File: config.mk
export PLATFORM = sky130hd
export DESIGN_NAME = line_raster_engine
export DESIGN_NICKNAME = d
export VERILOG_FILES = /design/src/rtl/line_pkg.sv /design/src/rtl/line_cmd_fifo.sv /design/src/rtl/line_raster_engine.sv
export SDC_FILE = /design/constraint.sdc
export NUM_CORES = 1
export LEC_CHECK = 0
export ABC_AREA = 1
export CAP_MARGIN = 15
export CORE_ASPECT_RATIO = 1.5
export CORE_UTILIZATION = 30
export CTS_CLUSTER_DIAMETER = 200
export DETAILED_ROUTE_END_ITERATION = 10
export REMOVE_ABC_BUFFERS = 1
export SETUP_SLACK_MARGIN = 0.15
export SYNTH_ARGS = -nofsm -noshare
export SYNTH_HDL_FRONTEND = slang
export SYNTH_HIERARCHICAL = 1
export SYNTH_SLANG_ARGS = --single-unit
File: constraint.sdc
create_clock -name clk -period 4.2 [get_ports clk]
set_input_delay 0.84 -clock clk [delete_from_list [all_inputs] [get_ports clk]]
set_output_delay 0.84 -clock clk [all_outputs]
set_load 0.01 [all_outputs]
File: src/rtl/line_pkg.sv
// Shared types and default geometry for the line raster engine.
// Coordinates are unsigned; colour is packed {r,g,b}.
package line_pkg;

  localparam int XW       = 11;
  localparam int YW       = 10;
  localparam int CW       = 12;
  localparam int H_ACTIVE = 640;
  localparam int V_ACTIVE = 480;

  typedef struct packed {
    logic [XW-1:0] x0;
    logic [YW-1:0] y0;
    logic [XW-1:0] x1;
    logic [YW-1:0] y1;
    logic [CW-1:0] color;
  } line_cmd_t;

  typedef enum logic [1:0] {
    IDLE,
    LOAD,
    DRAW,
    DONE
  } state_t;

endpackage

File: src/rtl/line_cmd_fifo.sv
// Synchronous command FIFO with full/empty/level.
// Push while full and pop while empty are ignored.
module line_cmd_fifo #(
  parameter int  DEPTH = 4,
  parameter type T     = logic
) (
  input  logic                     clk,
  input  logic                     reset,
  input  logic                     push,
  input  logic                     pop,
  input  T                         din,
  output T                         dout,
  output logic                     full,
  output logic                     empty,
  output logic [$clog2(DEPTH):0]   level
);

  localparam int AW = $clog2(DEPTH);

  logic [AW-1:0] wr_q, wr_d;
  logic [AW-1:0] rd_q, rd_d;
  logic [AW:0]   cnt_q, cnt_d;
  logic          wr_en, rd_en;
  T              mem [DEPTH];

  assign full  = (cnt_q == (AW+1)'(DEPTH));
  assign empty = (cnt_q == '0);
  assign level = cnt_q;
  assign dout  = mem[rd_q];
  assign wr_en = push & ~full;
  assign rd_en = pop & ~empty;

  // Pointer and occupancy update.
  always_comb begin
    wr_d  = wr_q + AW'(wr_en);
    rd_d  = rd_q + AW'(rd_en);
    cnt_d = cnt_q + (AW+1)'(wr_en) - (AW+1)'(rd_en);
  end

  // Pointer and occupancy registers.
  always_ff @(posedge clk or negedge reset) begin
    if (!reset) begin
      wr_q  <= '0;
      rd_q  <= '0;
      cnt_q <= '0;
    end else begin
      wr_q  <= wr_d;
      rd_q  <= rd_d;
      cnt_q <= cnt_d;
    end
  end

  // Storage; contents need no reset.
  always_ff @(posedge clk) begin
    if (wr_en) mem[wr_q] <= din;
  end

endmodule

File: src/rtl/line_raster_engine.sv
// Bresenham line rasteriser: command FIFO, FSM, stepping datapath.
// Emits a valid/ready pixel stream with optional active-area clipping.
module line_raster_engine
  import line_pkg::*;
#(
  parameter int DEPTH    = 4,
  parameter bit CLIP_EN  = 1'b1,
  parameter int H_ACTIVE = line_pkg::H_ACTIVE,
  parameter int V_ACTIVE = line_pkg::V_ACTIVE
) (
  input  logic                   clk,
  input  logic                   reset,
  input  logic                   cmd_valid,
  output logic                   cmd_ready,
  input  logic [XW-1:0]          cmd_x0,
  input  logic [YW-1:0]          cmd_y0,
  input  logic [XW-1:0]          cmd_x1,
  input  logic [YW-1:0]          cmd_y1,
  input  logic [CW-1:0]          cmd_color,
  output logic                   pix_valid,
  input  logic                   pix_ready,
  output logic [XW-1:0]          pix_x,
  output logic [YW-1:0]          pix_y,
  output logic [CW-1:0]          pix_color,
  output logic                   pix_last,
  output logic                   start_mark,
  output logic                   done_mark,
  output logic                   busy,
  output logic [$clog2(DEPTH):0] fifo_level
);

  localparam int W = ((XW > YW) ? XW : YW) + 2;
  localparam logic [XW-1:0] H_LIM = XW'(H_ACTIVE);
  localparam logic [YW-1:0] V_LIM = YW'(V_ACTIVE);

  state_t    state_q, state_d;
  line_cmd_t cmd_q, cmd_d;
  line_cmd_t fifo_din, fifo_dout;
  logic      fifo_full, fifo_empty, push, pop;

  logic [XW-1:0]       x_q, x_d;
  logic [YW-1:0]       y_q, y_d;
  logic signed [W-1:0] dx_q, dx_d;
  logic signed [W-1:0] dy_q, dy_d;
  logic signed [W-1:0] err_q, err_d;
  logic                sx_q, sx_d;
  logic                sy_q, sy_d;

  logic signed [W-1:0] x0e, x1e, y0e, y1e;
  logic signed [W-1:0] dx_abs, dy_abs, e2;
  logic                clipped, is_last, step;

  assign fifo_din = '{cmd_x0, cmd_y0, cmd_x1, cmd_y1, cmd_color};
  assign push     = cmd_valid & ~fifo_full;

  line_cmd_fifo #(
    .DEPTH(DEPTH),
    .T    (line_cmd_t)
  ) u_fifo (
    .clk  (clk),
    .reset(reset),
    .push (push),
    .pop  (pop),
    .din  (fifo_din),
    .dout (fifo_dout),
    .full (fifo_full),
    .empty(fifo_empty),
    .level(fifo_level)
  );

  assign x0e    = $signed({{(W-XW){1'b0}}, cmd_q.x0});
  assign x1e    = $signed({{(W-XW){1'b0}}, cmd_q.x1});
  assign y0e    = $signed({{(W-YW){1'b0}}, cmd_q.y0});
  assign y1e    = $signed({{(W-YW){1'b0}}, cmd_q.y1});
  assign dx_abs = (x1e >= x0e) ? x1e - x0e : x0e - x1e;
  assign dy_abs = (y1e >= y0e) ? y1e - y0e : y0e - y1e;
  assign e2     = err_q <<< 1;

  assign clipped = CLIP_EN && ((x_q >= H_LIM) || (y_q >= V_LIM));
  assign is_last = (x_q == cmd_q.x1) && (y_q == cmd_q.y1);
  assign step    = (state_q == DRAW) && (clipped || pix_ready);

  assign cmd_ready  = ~fifo_full;
  assign pix_valid  = (state_q == DRAW) && !clipped;
  assign pix_last   = pix_valid && is_last;
  assign pix_x      = x_q;
  assign pix_y      = y_q;
  assign pix_color  = cmd_q.color;
  assign start_mark = (state_q == LOAD);
  assign done_mark  = (state_q == DONE);
  assign busy       = (state_q != IDLE) || !fifo_empty;

  // Next state, command capture and Bresenham stepping.
  always_comb begin
    state_d = state_q;
    cmd_d   = cmd_q;
    x_d     = x_q;
    y_d     = y_q;
    dx_d    = dx_q;
    dy_d    = dy_q;
    err_d   = err_q;
    sx_d    = sx_q;
    sy_d    = sy_q;
    pop     = 1'b0;
    unique case (state_q)
      IDLE, DONE: begin
        if (!fifo_empty) begin
          pop     = 1'b1;
          cmd_d   = fifo_dout;
          state_d = LOAD;
        end else begin
          state_d = IDLE;
        end
      end
      LOAD: begin
        x_d     = cmd_q.x0;
        y_d     = cmd_q.y0;
        dx_d    = dx_abs;
        dy_d    = -dy_abs;
        err_d   = dx_abs - dy_abs;
        sx_d    = (cmd_q.x1 < cmd_q.x0);
        sy_d    = (cmd_q.y1 < cmd_q.y0);
        state_d = DRAW;
      end
      DRAW: begin
        if (step) begin
          if (is_last) begin
            state_d = DONE;
          end else begin
            if (e2 >= dy_q) begin
              err_d = err_d + dy_q;
              x_d   = sx_q ? x_q - XW'(1) : x_q + XW'(1);
            end
            if (e2 <= dx_q) begin
              err_d = err_d + dx_q;
              y_d   = sy_q ? y_q - YW'(1) : y_q + YW'(1);
            end
          end
        end
      end
      default: state_d = IDLE;
    endcase
  end

  // FSM and datapath registers.
  always_ff @(posedge clk or negedge reset) begin
    if (!reset) begin
      state_q <= IDLE;
      cmd_q   <= '0;
      x_q     <= '0;
      y_q     <= '0;
      dx_q    <= '0;
      dy_q    <= '0;
      err_q   <= '0;
      sx_q    <= 1'b0;
      sy_q    <= 1'b0;
    end else begin
      state_q <= state_d;
      cmd_q   <= cmd_d;
      x_q     <= x_d;
      y_q     <= y_d;
      dx_q    <= dx_d;
      dy_q    <= dy_d;
      err_q   <= err_d;
      sx_q    <= sx_d;
      sy_q    <= sy_d;
    end
  end

endmodule

==> results of run 1 <==
## sequential cells by signal (all words and copies together), names as in the netlist, 2 cells and up
| name | count |
|---|---|
| u_fifo/level | 3 |
| dx_q | 12 |
| pix_x | 11 |
| pix_y | 10 |
| u_fifo/wr_q | 2 |
| state_q | 2 |
| dy_q | 13 |
| err_q | 12 |
| pix_color | 12 |
| u_fifo/mem | 216 |
| cmd_q | 42 |
| u_fifo/rd_q | 2 |
## area by class of cell
type                    instances  area (sq um)
multi-input cells            1581          8650
clock inverters                18           195
fillers                      6565         41400
repair buffers                141          1410
clock buffers                  47           972
diodes                          1          2.50
well taps                     870          1090
flip-flops and latches        339          9570
inverters                     266           998
## how the worst max path moves through the flow
stage	start	slack (ps)	to
floorplan	state_q[0]	-480	u_fifo/level[2]
global placement	cmd_q[22]	350	err_q[8]
detailed placement	cmd_q[22]	250	err_q[6]
CTS	cmd_q[22]	240	err_q[10]
global route	cmd_q[22]	140	err_q[9]
finish	cmd_q[22]	460	err_q[11]
## worst reg2reg max path: cells and delay by family, from the launching register on
kind                       cells  cell delay [ps]
and+or+nand+nor               11             1080
buffers and inverters          5              550
xor gates and xnor gates       1              160
DFF                            1              410
AOI/OAI and AO/OA              3              480
adders and majority gates      3              950
## cell families after synthesis
| family | Yosys count | share of synthesized area [%] |
|---|---|---|
| mux | 2 | 0.109 |
| fa+ha+maj | 133 | 8.91 |
| buf+inv | 344 | 7.20 |
| xor+xnor | 70 | 3.14 |
| compound gates | 451 | 12.2 |
| flops | 339 | 49.0 |
| simple gates | 925 | 19.4 |
## cells in the mapped netlist (all sizes together) (2+ instances only)
cell       n
clkinv     2
xor2      37
clkbuf    38
o211ai     7
buf       40
o2111ai    2
nor2     253
o21bai    10
edfxtp   216
dfrtp    123
nor3      12
nand4     17
or2        9
nand2    542
xnor2     33
o311ai     2
a21boi     3
inv      264
o22ai      3
ha       123
a21o       8
fa        10
o21ai    318
a21oi     88
a31oi      6
nand3b     3
nand3     89
## per-layer routing
| metal | up-vias | track usage (%) | routed length [um] | part of all wire [%] |
|---|---|---|---|---|
| met2 | 267 | 32.1 | 29600 | 54 |
| met1 | 7321 | 18.3 | 21200 | 39 |
| met5 | - | 0 | 0 | 0 |
| li1 | 7676 | - | - | - |
| met4 | 0 | 6.74 | 1980 | 3.6 |
| met3 | 96 | 1.77 | 1920 | 3.5 |
## stage by stage
step | area, sq um | worst slack [ps] | TNS (ps) | instances | hold WS [ps]
5_1_grt | 22900 | 136 | 0 | 3262 | 413
3_3_place_gp | 21600 | 348 | 0 | 3188 | 459
6_report | 22900 | 459 | 0 | 3263 | 351
2_1_floorplan | 19100 | -478 | -5310 | 2186 | 461
4_1_cts | 22700 | 244 | 0 | 3253 | 371
3_5_place_dp | 21600 | 252 | 0 | 3188 | 464
## timing repair
item                                    4_1_cts  5_1_grt
setup buffers                                 0        9
resized for setup                             0       26
hold buffers                                  0        0
endpoints found under the setup margin        0        9
## layout by cell type, fill, tap and decap left out, types with 4 or more instances in the layout
cell and instances:
sky130_fd_sc_hd__nor2_4 10, sky130_fd_sc_hd__inv_1 259, sky130_fd_sc_hd__a21o_1 8, sky130_fd_sc_hd__nand3_1 86
sky130_fd_sc_hd__nand2_1 527, sky130_fd_sc_hd__o211ai_1 7, sky130_fd_sc_hd__edfxtp_1 216, sky130_fd_sc_hd__ha_2 5
sky130_fd_sc_hd__xor2_1 37, sky130_fd_sc_hd__inv_2 5, sky130_fd_sc_hd__nor2_1 237, sky130_fd_sc_hd__buf_12 8
sky130_fd_sc_hd__clkdlybuf4s50_1 98, sky130_fd_sc_hd__a21oi_2 5, sky130_fd_sc_hd__or2_2 9, sky130_fd_sc_hd__nand2_4 4
sky130_fd_sc_hd__nor3_1 12, sky130_fd_sc_hd__nand4_1 16, sky130_fd_sc_hd__clkbuf_1 8, sky130_fd_sc_hd__xnor2_1 33
sky130_fd_sc_hd__a21oi_1 82, sky130_fd_sc_hd__o21bai_1 10, sky130_fd_sc_hd__o21ai_0 209, sky130_fd_sc_hd__ha_1 118
sky130_fd_sc_hd__nor2_2 6, sky130_fd_sc_hd__dfrtp_1 122, sky130_fd_sc_hd__clkbuf_16 36, sky130_fd_sc_hd__o21ai_1 106
sky130_fd_sc_hd__a31oi_1 6, sky130_fd_sc_hd__clkinv_1 5, sky130_fd_sc_hd__fa_1 9, sky130_fd_sc_hd__buf_4 34
sky130_fd_sc_hd__nand2_2 11, sky130_fd_sc_hd__clkinvlp_4 6
==> flow_summary.ini, run 1 <==
[critical_path]
crit_chain = inv_1, ha_1, inv_1, fa_2, nand2_1, nand2_1, nand2_1, nand3_1, nor2_4, buf_4, o21ai_0, xor2_1, buf_4, ha_1, a21oi_1, o31a_1, nand3_1, inv_1, nand3_1, nand3_1, nand2_1, nand2_1, nand2_1
r2r.worst_path.cells = 23
cpPeakStageDelay_ps = 410
worst_r2r_dst = err_q[11]
critPathMostFrequentCell = sky130_fd_sc_hd__nand2_1
r2r_slack_ps = 460
critPathSlowestCell = sky130_fd_sc_hd__dfrtp_1
worstPathRequired_ps = 4620
crit_path_end_kind = flop
critPathTopFamily = simple AND/OR/NAND/NOR gates
arrival_ps = 4160
critPathLaunchType = flop
critical_path.n_buffers_inverters = 5
critPathMaxFanout = 7
path_depth = 23
worstReg2RegStart = cmd_q[22]
worstSetupPathType = reg -> reg

[timing]
final_period_minus_worst_setup_slack_ps = 3740
final_max_slew_viol_count = 0
final.period_utilization_pct = 89.1
setup-violations-final = 0
worstMarginPinSlew_ps = 931
finalHoldViolCount = 0
max_freq_mhz = 267
grt_setup_unrepaired = false
max_slew_margin_vs_limit_pct = 37.9
clock_skew_ps = 21.7

[grt]
grt_antenna_before_repair = 1
grt_max_degree = 97
grt_pass1_vias = 15600
global_route.usage.total_pct = 16.7
grt_overflow = 0
grt_first_pass_wirelength_mm = 86.0

[synth]
netlist_area_sq_um = 19500
yosys.area.top_type = sky130_fd_sc_hd__edfxtp_1
synth-seq-cells = 339
post_synth_main_area_contributors = sky130_fd_sc_hd__edfxtp_1, sky130_fd_sc_hd__dfrtp_1, sky130_fd_sc_hd__nand2_1
asyncSetResetFlopFracSynth_pct = 36.3
synthesis.instances = 2264
synth_flop_cell = sky130_fd_sc_hd__edfxtp_1
yosys.area.top_type_share_pct = 33.2
synth-edff-count = 216
synth_cell_type_count = 48
yosys_warnings = 6
syn_avg_cell_area_sq_um = 8.62
synth_seq_area_share_pct = 49.0

[floorplanning]
initial_core_util_pct = 30.3
die_area_sq_um = 66100
row_count = 114
coreArea_sq_um = 64300
die_w_um = 210
fp.dieH_um = 314
num_io_pins = 100

[clock_tree]
numClockSinks = 339
htree_levels = 2
clock_tree_from_tritoncts = built
clock_tree_buf_depth = 3
worst_setup_hold_path_clk_slew_ps = 70
clock_tree.root_cell = sky130_fd_sc_hd__clkbuf_16
cts_made_buffers = 36
clk-insertion-delay-late_ps = 540

[cells_and_area]
finalNetCount = 2556
area.growth.synth_to_final_pct = 17.3
fraction_of_layout_cells_with_a_size_suffix_above_1_pct = 6.81
finalCoreUtilization_pct = 35.6

[outcome]
status = complete, no violations

[routing]
remaining_drc_errors = 0
drt_pass1_iterations = 5
final_antenna_net_count = 0
route.final.wire_length_mm = 54.6
detailed_route_wire_length_per_cell_um = 16.7
via_count = 15400
drt-initial-drc-count = 758
vias_per_cell = 4.71

[worst_hold_path]
hold_path.class = in -> async

[run]
number_of_maximum_capacitance_violations = 0

[place]
placement.io_buffers = 99
place_hpwl_mm = 40.1
final_gp_congestion = 0.918
Power of run 1 is left out: the tool's default activity adds up to more than one toggle a clock period on the data nets, which glitch-free logic cannot reach.
==> inputs of run 2 (changes only) <==
--- a/config.mk
+++ b/config.mk
@@ -11,8 +11,10 @@
 export CORE_UTILIZATION = 30
 export CTS_CLUSTER_DIAMETER = 200
 export DETAILED_ROUTE_END_ITERATION = 10
+export MAX_ROUTING_LAYER = met4
 export REMOVE_ABC_BUFFERS = 1
 export SETUP_SLACK_MARGIN = 0.15
+export SKIP_LAST_GASP = 1
 export SYNTH_ARGS = -nofsm -noshare
 export SYNTH_HDL_FRONTEND = slang
 export SYNTH_HIERARCHICAL = 1
==> flow_summary.ini, run 2 (same netlist as run 1, synthesis figures left out) <==
[floorplanning]
row_count = 114
initial_core_util_pct = 30.3
num_io_pins = 100
die_area_sq_um = 66100
die_w_um = 210
coreArea_sq_um = 64300
fp.dieH_um = 314

[grt]
global_route.usage.total_pct = 17.2
grt_antenna_before_repair = 2
grt_first_pass_wirelength_mm = 86.3
grt_overflow = 0
grt_pass1_vias = 15800
grt_max_degree = 95

[routing]
drt_pass1_iterations = 5
vias_per_cell = 4.70
drt-initial-drc-count = 799
final_antenna_net_count = 0
via_count = 15300
detailed_route_wire_length_per_cell_um = 16.8
remaining_drc_errors = 0
route.final.wire_length_mm = 54.7

[cells_and_area]
reg_top3 = u_fifo/mem (216), cmd_q (42), dy_q (13)
final_cell_mix = sky130_fd_sc_hd__nand2_1, sky130_fd_sc_hd__inv_1, sky130_fd_sc_hd__nor2_1
mostFrequentLayoutCell = sky130_fd_sc_hd__nand2_1
stdcell_area_sq_um = 22900
largest_register_ffs = 216
max_flop_register = u_fifo/mem
fraction_of_layout_cells_with_a_size_suffix_above_1_pct = 7.23
area.growth.synth_to_final_pct = 17.5
insertedDiodeCount = 0
finalNetCount = 2557

[critical_path]
critical_path.n_buffers_inverters = 3
crit_chain = inv_1, ha_1, nand2_1, nand2_1, nand2_1, nand2_1, a21oi_1, nand2_1, nand2_1, nand2_2, o21ai_1, buf_4, inv_1, fa_1, o21ai_0, a21oi_1, o21bai_1, xor2_1, nand2_1, nand3_1, o21a_1
crit_path_end_kind = flop
path_depth = 21
critPathMostFrequentCell = sky130_fd_sc_hd__nand2_1
critPathLaunchType = flop
critPathSlowestCell = sky130_fd_sc_hd__fa_1
worstSetupPathType = reg -> reg
worst_r2r_dst = err_q[8]
startpoint = dy_q[6]
crit_path_end = err_q[8]
critPathMaxFanout = 15
cpPeakStageDelay_ps = 460
r2r.worst_path.cells = 21
worstReg2RegStart = dy_q[6]
worstPathRequired_ps = 4620
r2r_slack_ps = 470
critPathTopFamily = compound AO/OA/AOI/OAI gates
arrival_ps = 4150

[timing]
setup-violations-final = 0
final_max_slew_viol_count = 0
max_freq_mhz = 268
final_period_minus_worst_setup_slack_ps = 3730
final.period_utilization_pct = 88.8
setup_ws_ps = 470
grt_setup_unrepaired = true
finalHoldViolCount = 0
worstMarginPinSlew_ps = 888
max_slew_margin_vs_limit_pct = 40.7
clock_skew_ps = 24.9

[clock_tree]
clock_tree.root_cell = sky130_fd_sc_hd__clkbuf_16
cts_made_buffers = 36
clock_tree_from_tritoncts = built
numClockSinks = 339
postCtsHoldBufs = 0
worst_setup_hold_path_clk_slew_ps = 60
clk-insertion-delay-late_ps = 550
clock_tree_buf_depth = 3
htree_levels = 2

[place]
area_after_dpl_sq_um = 21600
pre_cts_ws_ps = 179
place_hpwl_mm = 40.3
placement.io_buffers = 99
final_gp_congestion = 0.961

[run]
number_of_maximum_capacitance_violations = 0

[worst_hold_path]
hold_path.class = in -> async

[outcome]
status = complete, no violations
## run 2: per-layer routing
layer	vias up	track usage (%)	routed length, um
met1	7280	18.2	21300
met5	-	-	0
met3	104	1.80	1740
met4	0	6.52	1890
met2	281	32.5	29800
li1	7682	-	-
## run 2: layout make-up
| class | instances | area [sq um] |
|---|---|---|
| fillers | 6572 | 41400 |
| flip-flops and latches | 339 | 9570 |
| multi-input cells | 1582 | 8690 |
| repair buffers | 141 | 1410 |
| well taps | 870 | 1090 |
| inverters | 266 | 1000 |
| clock buffers | 49 | 990 |
| clock inverters | 16 | 180 |
## run 2: per-stage QoR
step                util, %  hold WS (ps)  TNS, ps  cells
finish                 35.6           365        0   3263
global route           35.6           424        0   3263
CTS                    35.4           404        0   3254
detailed placement     33.5           464        0   3189
global placement       33.5           458        0   3189
floorplan                 -           461    -5310   2186
## run 2: worst min-delay path by stage
| stage | start | end | slack [ps] | cells past startpoint |
|---|---|---|---|---|
| floorplan | u_fifo/rd_q[1] | u_fifo/rd_q[1] | 460 | 2 |
| global placement | pix_color[3] | pix_color[3] | 460 | 2 |
| detailed placement | pix_color[9] | pix_color[9] | 460 | 2 |
| CTS | reset | dy_q[7] | 400 | 1 |
| global route | reset | u_fifo/rd_q[1] | 420 | 1 |
| finish | reset | u_fifo/rd_q[1] | 370 | 1 |
## run 2: timing repair
item,4_1_cts,5_1_grt
gates resized for setup,0,32
setup endpoints to repair,0,9
setup buffers,0,8
Power of run 2 is left out for the same reason.
==> inputs of run 3 (changes only) <==
--- a/config.mk
+++ b/config.mk
@@ -8,8 +8,10 @@
 export ABC_AREA = 1
 export CAP_MARGIN = 15
 export CORE_ASPECT_RATIO = 1.5
+export CORE_MARGIN = 8
 export CORE_UTILIZATION = 30
 export CTS_CLUSTER_DIAMETER = 200
+export CTS_CLUSTER_SIZE = 24
 export DETAILED_ROUTE_END_ITERATION = 10
 export MAX_ROUTING_LAYER = met4
 export REMOVE_ABC_BUFFERS = 1
==> flow_summary.ini, run 3 (same netlist as run 1, synthesis figures left out) <==
[critical_path]
critPathMaxFanout = 5
cpPeakStageDelay_ps = 440
worstReg2RegStart = cmd_q[22]
startpoint = cmd_q[22]
critPathMostFrequentCell = sky130_fd_sc_hd__nand2_1
worstPathRequired_ps = 4650
crit_path_end = err_q[9]
crit_chain = inv_1, ha_1, inv_1, fa_1, nand2_1, nand2_1, nand2_1, nand4_1, buf_4, o21ai_0, xor2_1, inv_1, ha_1, a21oi_1, nand2_1, nand2_1, nand2_1, nand3_1, nand2_1, xor2_1, a21oi_1, nand3_1, nand2_1, inv_1
critPathLaunchType = flop
worst_r2r_dst = err_q[9]
critPathSlowestCell = sky130_fd_sc_hd__fa_1
r2r_slack_ps = 410
worstSetupPathType = reg -> reg
arrival_ps = 4240
r2r.worst_path.cells = 24
crit_path_end_kind = flop

[routing]
route.final.wire_length_mm = 52.1
drt-initial-drc-count = 826
final_antenna_net_count = 0
detailed_route_wire_length_per_cell_um = 16.1
vias_per_cell = 4.66
via_count = 15000
remaining_drc_errors = 0
drt_pass1_iterations = 5

[timing]
max_freq_mhz = 264
setup-violations-final = 0
max_slew_margin_vs_limit_pct = 47.3
final_period_minus_worst_setup_slack_ps = 3790
worstMarginPinSlew_ps = 790
final.period_utilization_pct = 90.3
final_max_slew_viol_count = 0
clock_skew_ps = 32.3
finalHoldViolCount = 0
grt_setup_unrepaired = false

[cells_and_area]
mostFrequentLayoutCell = sky130_fd_sc_hd__nand2_1
reg_top3 = u_fifo/mem (216), cmd_q (42), dy_q (13)
largest_register_ffs = 216
finalNetCount = 2533
fraction_of_layout_cells_with_a_size_suffix_above_1_pct = 4.67
final_cell_mix = sky130_fd_sc_hd__nand2_1, sky130_fd_sc_hd__inv_1, sky130_fd_sc_hd__nor2_1
area.growth.synth_to_final_pct = 13.7
insertedDiodeCount = 0
final_cell_count_no_fill = 3224
stdcell_area_sq_um = 22200
max_flop_register = u_fifo/mem

[floorplanning]
coreArea_sq_um = 64500
row_count = 114
num_io_pins = 100
die_w_um = 224
die_area_sq_um = 73600
fp.dieH_um = 328
initial_core_util_pct = 30.3

[grt]
grt_overflow = 0
global_route.usage.total_pct = 14.4
grt_first_pass_wirelength_mm = 82.0
grt_pass1_vias = 15200
grt_antenna_before_repair = 0
grt_max_degree = 112

[clock_tree]
worst_setup_hold_path_clk_slew_ps = 110
numClockSinks = 339
clock_tree.root_cell = sky130_fd_sc_hd__clkbuf_16
cts_made_buffers = 18
clk-insertion-delay-late_ps = 540
clock_tree_from_tritoncts = built
htree_levels = 1
clock_tree_buf_depth = 3

[run]
number_of_maximum_capacitance_violations = 0

[worst_hold_path]
hold_path.class = in -> async

[place]
area_after_dpl_sq_um = 21600
final_gp_congestion = 0.941
place_hpwl_mm = 38.7
place_inst = 3190
placement.io_buffers = 99

[outcome]
status = complete, no violations
[run 3: cell types whose count changed in the layout (fill, tap and decap cells not counted), moves of 4 or more]
cell                        delta
sky130_fd_sc_hd__ha_2          -6
sky130_fd_sc_hd__ha_1          +7
sky130_fd_sc_hd__clkbuf_16    -17
sky130_fd_sc_hd__buf_4         -6
sky130_fd_sc_hd__clkinv_2      -5
sky130_fd_sc_hd__clkbuf_8      -4
[run 3: worst min path at each step]
stage,endpoint,slack (ps),cells past startpoint
after floorplan,u_fifo/rd_q[1],460,2
after global placement,pix_color[10],460,2
after detailed placement,pix_color[3],460,2
after CTS,cmd_q[14],310,1
after global routing,cmd_q[14],330,1
final,cmd_q[14],300,1
[run 3: metrics by stage]
step | util, % | setup WS (ps) | hold slack (ps) | setup TNS [ps]
global route | 34.4 | 132 | 332 | 0
global placement | 33.5 | 461 | 456 | 0
CTS | 34.4 | 320 | 310 | 0
finish | 34.4 | 407 | 300 | 0
floorplan | - | -478 | 461 | -5310
detailed placement | 33.5 | 449 | 461 | 0
[run 3: critical path, delay by kind of cell, from the launching register on]
family	cells	cell delay [ps]
flops	1	420
fa+ha+maj	3	940
xor+xnor	2	330
compound gates	3	490
buf+inv	5	450
simple gates	11	1050
[run 3: routing by layer]
layer	routed length (um)	global-route usage [%]	part of all wire, %
met5	0	-	0
met4	2120	5.84	4.1
met3	1600	1.39	3.1
met2	28300	27.5	54
met1	20100	14.8	39
[run 3: layout make-up]
| type | instances | area [sq um] |
|---|---|---|
| inverters | 266 | 998 |
| flip-flops and latches | 339 | 9570 |
| clock inverters | 1 | 30.0 |
| well taps | 870 | 1090 |
| multi-input cells | 1581 | 8590 |
| clock buffers | 31 | 520 |
| fillers | 6733 | 42300 |
| repair buffers | 136 | 1380 |
[run 3: what timing repair did]
action                                  4_1_cts  5_1_grt
setup buffers                                 0        2
gates resized for setup                       0        3
endpoints found under the setup margin        0        4
hold buffers                                  0        0
Power of run 3 is left out for the same reason.
